`config.mk`:
```
export PLATFORM = sky130hd
export DESIGN_NAME = cla_serial_subtractor
export DESIGN_NICKNAME = d
export VERILOG_FILES = /design/src/rtl/cla_serial_subtractor_pkg.sv /design/src/rtl/cla_slice_4b.sv /design/src/rtl/cla_serial_subtractor.sv
export SDC_FILE = /design/constraint.sdc
export NUM_CORES = 1
export LEC_CHECK = 0
export CAP_MARGIN = 40
export CELL_PAD_IN_SITES_DETAIL_PLACEMENT = 1
export CELL_PAD_IN_SITES_GLOBAL_PLACEMENT = 1
export CORE_ASPECT_RATIO = 0.5
export CORE_MARGIN = 2
export CORE_UTILIZATION = 35
export CTS_BUF_LIST = sky130_fd_sc_hd__clkbuf_16
export CTS_CLUSTER_SIZE = 16
export DETAILED_ROUTE_END_ITERATION = 6
export MAX_ROUTING_LAYER = met4
export PLACE_DENSITY_LB_ADDON = 0.1
export SETUP_SLACK_MARGIN = 0.5
export SLEW_MARGIN = 20
export SYNTH_ARGS = -nofsm -noshare
export SYNTH_HDL_FRONTEND = slang
export SYNTH_SLANG_ARGS = --single-unit
```
`constraint.sdc`:
```
create_clock -name clk -period 4.56 [get_ports clk]
set_input_delay 0.456 -clock clk [delete_from_list [all_inputs] [get_ports clk]]
set_output_delay 0.456 -clock clk [all_outputs]
set_load 0.1 [all_outputs]
```
`src/rtl/cla_serial_subtractor_pkg.sv`:
```
// Shared arithmetic definitions for the serial carry-lookahead subtractor:
// slice width, FSM state encoding and the slice-count helper.
package cla_serial_subtractor_pkg;

    localparam int SLICE_W = 4;

    typedef enum logic [1:0] {
        ST_IDLE = 2'd0,
        ST_RUN  = 2'd1,
        ST_DONE = 2'd2
    } state_t;

    function automatic int num_slices(input int width);
        return width / SLICE_W;
    endfunction

endpackage

```
`src/rtl/cla_slice_4b.sv`:
```
// Purely combinational 4-bit carry-lookahead adder slice.
// All carries are flat sum-of-products terms of g, p and ci, so there is no ripple path.
module cla_slice_4b
    import cla_serial_subtractor_pkg::*;
(
    input  logic [SLICE_W-1:0] x,
    input  logic [SLICE_W-1:0] y,
    input  logic               ci,
    output logic [SLICE_W-1:0] s,
    output logic               co
);

    logic [3:0] g;
    logic [3:0] p;
    logic [4:1] c;

    assign g = x & y;
    assign p = x ^ y;

    assign c[1] = g[0] | (p[0] & ci);
    assign c[2] = g[1] | (p[1] & g[0]) | (p[1] & p[0] & ci);
    assign c[3] = g[2] | (p[2] & g[1]) | (p[2] & p[1] & g[0])
                | (p[2] & p[1] & p[0] & ci);
    assign c[4] = g[3] | (p[3] & g[2]) | (p[3] & p[2] & g[1])
                | (p[3] & p[2] & p[1] & g[0]) | (p[3] & p[2] & p[1] & p[0] & ci);

    assign s  = p ^ {c[3:1], ci};
    assign co = c[4];

endmodule

```
`src/rtl/cla_serial_subtractor.sv`:
```
// Multi-cycle subtractor: diff = a - b - bin, computed as a + ~b + ~bin one
// 4-bit lookahead slice per clock (LSB first), with borrow/overflow/zero flags.
module cla_serial_subtractor
    import cla_serial_subtractor_pkg::*;
#(
    parameter int WIDTH = 16
) (
    input  logic             clk,
    input  logic             rst,
    input  logic             in_valid,
    output logic             in_ready,
    input  logic [WIDTH-1:0] a,
    input  logic [WIDTH-1:0] b,
    input  logic             bin,
    output logic             out_valid,
    input  logic             out_ready,
    output logic [WIDTH-1:0] diff,
    output logic             bout,
    output logic             ovf,
    output logic             zero
);

    localparam int N     = num_slices(WIDTH);
    localparam int CNT_W = (N > 1) ? $clog2(N) : 1;
    localparam logic [CNT_W-1:0] LAST = CNT_W'(N - 1);

    state_t             state_q, state_d;
    logic [WIDTH-1:0]   a_q, a_d;
    logic [WIDTH-1:0]   bn_q, bn_d;
    logic [CNT_W-1:0]   cnt_q, cnt_d;
    logic               carry_q, carry_d;
    logic [WIDTH-1:0]   diff_q, diff_d;
    logic               bout_q, bout_d;
    logic               ovf_q, ovf_d;
    logic               zero_q, zero_d;

    logic [SLICE_W-1:0] slice_x, slice_y, slice_s;
    logic               slice_co;

    // One slice adder is shared by all slice positions; the counter picks the operand nibbles.
    always_comb begin
        slice_x = '0;
        slice_y = '0;
        for (int i = 0; i < N; i++) begin
            if (cnt_q == CNT_W'(i)) begin
                slice_x = a_q[i*SLICE_W +: SLICE_W];
                slice_y = bn_q[i*SLICE_W +: SLICE_W];
            end
        end
    end

    cla_slice_4b u_slice (
        .x  (slice_x),
        .y  (slice_y),
        .ci (carry_q),
        .s  (slice_s),
        .co (slice_co)
    );

    always_comb begin
        // NOTE: every signal gets a default before the case so no path can infer a latch.
        state_d   = state_q;
        a_d       = a_q;
        bn_d      = bn_q;
        cnt_d     = cnt_q;
        carry_d   = carry_q;
        diff_d    = diff_q;
        bout_d    = bout_q;
        ovf_d     = ovf_q;
        zero_d    = zero_q;
        in_ready  = 1'b0;
        out_valid = 1'b0;

        case (state_q)
            ST_IDLE: begin
                in_ready = 1'b1;
                if (in_valid) begin
                    a_d     = a;
                    bn_d    = ~b;
                    carry_d = ~bin;
                    cnt_d   = '0;
                    state_d = ST_RUN;
                end
            end
            ST_RUN: begin
                for (int i = 0; i < N; i++) begin
                    if (cnt_q == CNT_W'(i)) diff_d[i*SLICE_W +: SLICE_W] = slice_s;
                end
                carry_d = slice_co;
                cnt_d   = cnt_q + 1'b1;
                if (cnt_q == LAST) begin
                    // bn_q holds ~b, so the subtrahend sign is its inverted MSB.
                    bout_d  = ~slice_co;
                    ovf_d   = (a_q[WIDTH-1] != ~bn_q[WIDTH-1]) && (diff_d[WIDTH-1] != a_q[WIDTH-1]);
                    zero_d  = (diff_d == '0);
                    state_d = ST_DONE;
                end
            end
            ST_DONE: begin
                out_valid = 1'b1;
                if (out_ready) state_d = ST_IDLE;
            end
            default: state_d = ST_IDLE;
        endcase
    end

    // NOTE: sequential state uses non-blocking assignments so all registers update together.
    always_ff @(posedge clk or posedge rst) begin
        if (rst) begin
            state_q <= ST_IDLE;
            a_q     <= '0;
            bn_q    <= '0;
            cnt_q   <= '0;
            carry_q <= 1'b0;
            diff_q  <= '0;
            bout_q  <= 1'b0;
            ovf_q   <= 1'b0;
            zero_q  <= 1'b0;
        end else begin
            state_q <= state_d;
            a_q     <= a_d;
            bn_q    <= bn_d;
            cnt_q   <= cnt_d;
            carry_q <= carry_d;
            diff_q  <= diff_d;
            bout_q  <= bout_d;
            ovf_q   <= ovf_d;
            zero_q  <= zero_d;
        end
    end

    assign diff = diff_q;
    assign bout = bout_q;
    assign ovf  = ovf_q;
    assign zero = zero_q;

endmodule

```
# ---- Yosys cells after proc, flatten, opt, wreduce, memory -nomap -nowiden
# Cells that the tools add are included.
# Widths: inputs -> output; s select.
dict set report classes {
  add_sub_neg 1
  n_eq_ne 10
  muxes 26
  n_bitwise 33
  reduce_logical 9
}
# cell count
set ops {}
lappend ops {{$mux 4} 16}
lappend ops {{$and 1x1->1} 16}
lappend ops {{$logic_not 16->1} 1}
lappend ops {{$not 16->16} 1}
lappend ops {{$or 1x1->1} 10}
lappend ops {{$mux 2} 4}
lappend ops {{$xor 4x4->4} 2}
lappend ops {{$eq 2x2->1 const B} 3}
lappend ops {{$ne 2x2->1 const B} 3}
lappend ops {{$pmux 2 s3} 1}
lappend ops {{$reduce_and 2->1} 3}
lappend ops {{$and 4x4->4} 1}
lappend ops {{$eq 2x1->1 const B} 2}
lappend ops {{$logic_not 2->1} 2}
lappend ops {{$pmux 2 s2} 1}
lappend ops {{$mux 1} 3}
lappend ops {{$not 1->1} 3}
lappend ops {{$reduce_and 3->1} 1}
lappend ops {{$add 2x1->2 const B} 1}
lappend ops {{$ne 1x1->1} 2}
lappend ops {{$pmux 1 s2} 1}
lappend ops {{$reduce_bool 2->1} 1}
lappend ops {{$logic_and 1x1->1} 1}
dict set report word_totals {
  register_bits 56
  out_inout_bits 21
  elab_cells 88
}

# ---- Depth between registers and ports, before layout
dict set report depth {
  depth_word 15
  ltp_mapped 13
  ltp_nobuf 11
}

# ---- By module
# Synthesis repeated with hierarchy kept, for this count alone.
dict set report unflattened {
  cells_unflattened 237
  area_unflattened_um2 2701.3
}
# mod instances cells_each area_per_inst_um2
set by_module_without_submodules {}
lappend by_module_without_submodules {cla_serial_subtractor 1 224 2568.7}
lappend by_module_without_submodules {cla_slice_4b 1 13 132.6}

# ---- Worst setup path before layout
# No wires, ideal clock.
dict set report synth_timing {
  path_type {reg2reg}
  from {reg cnt_q[0]}
  to {reg zero_q (netlist: zero)}
  arrival_time_ns 2.587
  slack_ns 1.850
  path_stages_with_launch 13
  synth_period_minus_slack_ns 2.710
  cell_sequence {dfrtp_1 -> inv_1 -> ha_1 -> clkbuf_1 -> nand3b_1 -> a21oi_1 -> a21oi_1 -> o21ai_0 -> ha_1 -> a21oi_2 -> nor2_1 -> or3_4 -> a32o_1}
}
dict set report synth_via {
  elab_chain_cells 14
}
# item line
set synth_lines {}
lappend synth_lines {{from (decl)} cla_serial_subtractor.sv:30} ;# logic [CNT_W-1:0] cnt_q, cnt_d;
lappend synth_lines {{from (signal assigned)} cla_serial_subtractor.sv:123} ;# cnt_q <= cnt_d;
lappend synth_lines {{$logic_not 2->1} {cla_serial_subtractor.sv:45, cla_serial_subtractor.sv:87}}
lappend synth_lines {{$mux 4 (4 in series)} cla_serial_subtractor.sv:45} ;# if (cnt_q == CNT_W'(i)) begin
lappend synth_lines {{$xor 4x4->4 / $and 4x4->4 (equally long branches)} {cla_slice_4b.sv:18, cla_slice_4b.sv:17}}
lappend synth_lines {{$and 1x1->1, on equally long branches} {cla_slice_4b.sv:22, cla_slice_4b.sv:23}}
lappend synth_lines {{$or 1x1->1 (tied with other cells)} cla_slice_4b.sv:22} ;# assign c[3] = g[2] | (p[2] & g[1]) | (p[2] & p[1] & g[0])
lappend synth_lines {{$or 1x1->1 / $and 1x1->1 (equally long branches)} {cla_slice_4b.sv:22, cla_slice_4b.sv:23}}
lappend synth_lines {{$or 1x1->1} cla_slice_4b.sv:23} ;# | (p[2] & p[1] & p[0] & ci);
lappend synth_lines {{$xor 4x4->4} cla_slice_4b.sv:27} ;# assign s = p ^ {c[3:1], ci};
lappend synth_lines {{$mux 4} cla_serial_subtractor.sv:87} ;# if (cnt_q == CNT_W'(i)) diff_d[i*SLICE_W +: SLICE_W] = slice_s;
lappend synth_lines {{$mux 4} cla_serial_subtractor.sv:74} ;# case (state_q)
lappend synth_lines {{$logic_not 16->1} cla_serial_subtractor.sv:95} ;# zero_d = (diff_d == '0);
lappend synth_lines {{to (signal assigned)} cla_serial_subtractor.sv:128} ;# zero_q <= zero_d;
lappend synth_lines {{to (decl)} cla_serial_subtractor.sv:35} ;# logic zero_q, zero_d;
# Several ways; a longest one is shown, not always the timed one. The select of a mux whose other input is x is not followed.
# A chain may end at the register's enable or synchronous reset.

# ---- Worst setup path in the final report
dict set report layout_timing {
  from {reg cnt_q[1]}
  to {reg zero_q (netlist: zero)}
}
# The elaborated chain is that of the path after synthesis.

==> flow_metrics.env <==
export IMPL_status="completed"
export IMPL_groute_usage_overall_pct=19.1
export IMPL_cts_buffers_inserted=5
export IMPL_floorplan_die_width_um=127
export IMPL_totalWireLength_um=7150
export IMPL_grt_max_degree=57
export IMPL_rows=22
export IMPL_boundaryPins=58
export IMPL_post_cts_resized=0
export IMPL_insertion_delay_ps=290
export IMPL_mappedNetlistNets=340
export IMPL_crit_type="flip-flop to flip-flop"
export IMPL_synth_ff_type="sky130_fd_sc_hd__dfrtp_1"
export IMPL_tritoncts_num_sinks=56
export IMPL_maxCapViolCount=0
export IMPL_nNetsFinal=412
export IMPL_worstSetupStartpointType="flip-flop"
export IMPL_synthDistinctLibCells=37
export IMPL_slowest_stage="sky130_fd_sc_hd__ha_1"
export IMPL_gpl_final_weighted_congestion=0.847
export IMPL_synth_sequential_area_ratio_pct=52.9
export IMPL_postSynthAreaPerCell_um2=9.01
export IMPL_endpoint="zero"
export IMPL_timing_setup_tns_ps=0
export IMPL_dr_total_vias=2310
export IMPL_grt_antenna_before_repair=0
export IMPL_final_min_clock_period_ps=3080
export IMPL_type_of_element_capturing_the_critical_path="flip-flop"
export IMPL_n_antenna_cell=0
export IMPL_fp_dieArea_mm2=0.00832
export IMPL_timing_critical_path_cells="inv_1, ha_1, nand2_1, a21oi_1, a21oi_1, o21ai_0, ha_1, a21oi_2, nor2_1, or3_4, a32o_1"
export IMPL_worstMarginPinSlew_ps=733
export IMPL_worstReg2RegStart="cnt_q[1]"
export IMPL_clock_path_buffers=2
export IMPL_layout_area_overhead_pct=41.2
export IMPL_detailedPlacementHpwl_um=5420
export IMPL_yosysWarnings=0
export IMPL_reg2reg_depth=11
export IMPL_routed_via_density=4.99
export IMPL_port_buffer_count=57
export IMPL_final_layout_size_suffix_gt1_share_pct=10.1
export IMPL_routedWlPerCell_um=15.4
export IMPL_postSynthCellCount=294
export IMPL_cts_htree_levels=2
export IMPL_placeableCoreArea_mm2=0.00732
export IMPL_final_min_period_over_clock_period_pct=67.5
export IMPL_worst_ep_arrival_time_ps=3260
export IMPL_r2r_setup_slack_ps=1480
export IMPL_holdBufCountCts=0
export IMPL_hold_path_class="flip-flop to flip-flop"
export IMPL_first_global_vias=2372
export IMPL_die_height_um=65.5
export IMPL_critical_path_reg2reg_endpoint="zero"
export IMPL_cts_repair_timing_setup_buffer_count=0
export IMPL_grt_first_pass_wirelength_um=11800
export IMPL_total_of_flip_flops_plus_latches_after_synthesis=56
export IMPL_critPathLaunch="cnt_q[1]"
export IMPL_slowest_delay_ps=500
export IMPL_setup_repair_after_global_routing_missed_its_margin="false"
export IMPL_cts_root_buf="sky130_fd_sc_hd__clkbuf_16"
export IMPL_remaining_drc_errors=0
export IMPL_starting_drt_drc_count=106
export IMPL_cp_max_fo=18
export IMPL_grt_overflow_total=0
export IMPL_cts_tree="built"
export IMPL_num_fill_cells=832
export IMPL_first_pass_iters=4
export IMPL_number_of_enable_type_register_cells_in_the_synthesized_netlist=0
export IMPL_antenna_violating_nets_post_route=0
export IMPL_postSynth_asyncResetShare_pct=100
export IMPL_setup_violations_final=0
export IMPL_final_max_slew_violation_count=0
export IMPL_timing_final_hold_violations=0
export IMPL_timing_critical_path_required_ps=4740
export IMPL_finClkSkew_ps=6.13
export IMPL_netlist_area_mm2=0.00265
export IMPL_floorplan_initialDensity_pct=36.2
export IMPL_max_freq_mhz=325
export IMPL_worst_setup_hold_path_clk_slew_ps=70
export IMPL_timing_max_slew_rel_slack_pct=51.1
-- registers in the layout (all words and copies together), names as in the netlist --
| name | count |
|---|---|
| a_q | 16 |
| bn_q | 16 |
| diff | 16 |
| cnt_q | 2 |
| state_q | 2 |
| bout | 1 |
| carry_q | 1 |
| ovf | 1 |
| zero | 1 |
-- worst max-delay path: cells and delay by family, from the launching register on --
family,cells,cell delay (ps)
compound gates,5,970
fa+ha+maj,2,820
simple gates,3,660
flops,1,400
buf+inv,1,110
-- cells in the final DEF, fill, tap and decap left out, drive strengths merged, types with 2 or more instances in the layout --
| cell | count |
|---|---|
| nand3b | 9 |
| mux2 | 4 |
| ha | 8 |
| xnor2 | 2 |
| buf | 23 |
| inv | 7 |
| a21oi | 18 |
| clkdlybuf4s50 | 57 |
| nand2b | 2 |
| o31ai | 2 |
| dfrtp | 56 |
| o21ai | 39 |
| clkbuf | 5 |
| nor4 | 4 |
| nand3 | 3 |
| or3 | 2 |
| nand2 | 101 |
| nor2 | 7 |
-- worst min path at each step --
stage	cells after the start	slack [ps]	from	endpoint
finish	2	480	a_q[12]	a_q[12]
global route	2	510	a_q[13]	a_q[13]
CTS	2	480	a_q[13]	a_q[13]
detailed placement	2	470	a_q[13]	a_q[13]
global placement	2	470	diff[14]	diff[14]
floorplan	2	450	a_q[6]	a_q[6]
-- logic make-up (layout without fill, tap and decap cells) --
| logic type | after synthesis | after routing | synth area share (%) |
|---|---|---|---|
| compound gates | 70 | 70 | 15.2 |
| xor+xnor | 2 | 2 | 0.662 |
| fa+ha+maj | 9 | 9 | 4.54 |
| buf+inv | 20 | 93 | 3.21 |
| flops | 56 | 56 | 52.9 |
| mux | 4 | 4 | 1.70 |
| simple gates | 133 | 133 | 21.8 |
-- metrics by stage --
step | hold slack (ps) | cells | setup WS (ps) | cell area [um2] | util, %
final | 482 | 463 | 1480 | 3740 | 51.1
after global routing | 513 | 463 | 1210 | 3740 | 51.1
after CTS | 485 | 463 | 1480 | 3740 | 51.1
after detailed placement | 467 | 455 | 1500 | 3600 | 49.2
after global placement | 466 | 434 | 1660 | 3290 | 44.9
after floorplan | 446 | 294 | 1850 | 2650 | -
-- metal layers --
| layer | share of wire (%) | wire (um) | GRT usage, % |
|---|---|---|---|
| met1 | 49 | 3530 | 25.2 |
| met2 | 47 | 3350 | 31.3 |
| met3 | 3.2 | 227 | 4.23 |
| met4 | 0.62 | 44 | 3.16 |
| met5 | 0 | 0 | - |
-- cell usage after synthesis, types with 2 or more instances --
| cell type | n | area (um2) |
|---|---|---|
| sky130_fd_sc_hd__nand2_1 | 101 | 379 |
| sky130_fd_sc_hd__dfrtp_1 | 56 | 1400 |
| sky130_fd_sc_hd__o21ai_0 | 39 | 195 |
| sky130_fd_sc_hd__a21oi_1 | 17 | 85.1 |
| sky130_fd_sc_hd__clkbuf_1 | 9 | 33.8 |
| sky130_fd_sc_hd__nand3b_1 | 9 | 67.6 |
| sky130_fd_sc_hd__ha_1 | 8 | 100 |
| sky130_fd_sc_hd__nor2_1 | 7 | 26.3 |
| sky130_fd_sc_hd__buf_2 | 5 | 25.0 |
| sky130_fd_sc_hd__inv_1 | 5 | 18.8 |
| sky130_fd_sc_hd__mux2_2 | 4 | 45.0 |
| sky130_fd_sc_hd__nor4_1 | 4 | 25.0 |
| sky130_fd_sc_hd__nand3_1 | 3 | 15.0 |
| sky130_fd_sc_hd__nand2b_1 | 2 | 12.5 |
| sky130_fd_sc_hd__o31ai_1 | 2 | 15.0 |
| sky130_fd_sc_hd__xnor2_1 | 2 | 17.5 |
-- area by class of cell --
class	instances	area (um2)	area share (%)
inverter	5	18.8	0.502
sequential	56	1400	37.5
timing repair buffer	80	901	24.1
clock buffer	5	125	3.35
clock inverter	3	11.3	0.301
tap	96	120	3.21
multi-input combinational	218	1160	31.1
Power is left out: the tool's default activity adds up to more than one toggle a clock period on the data nets, which glitch-free logic cannot reach.
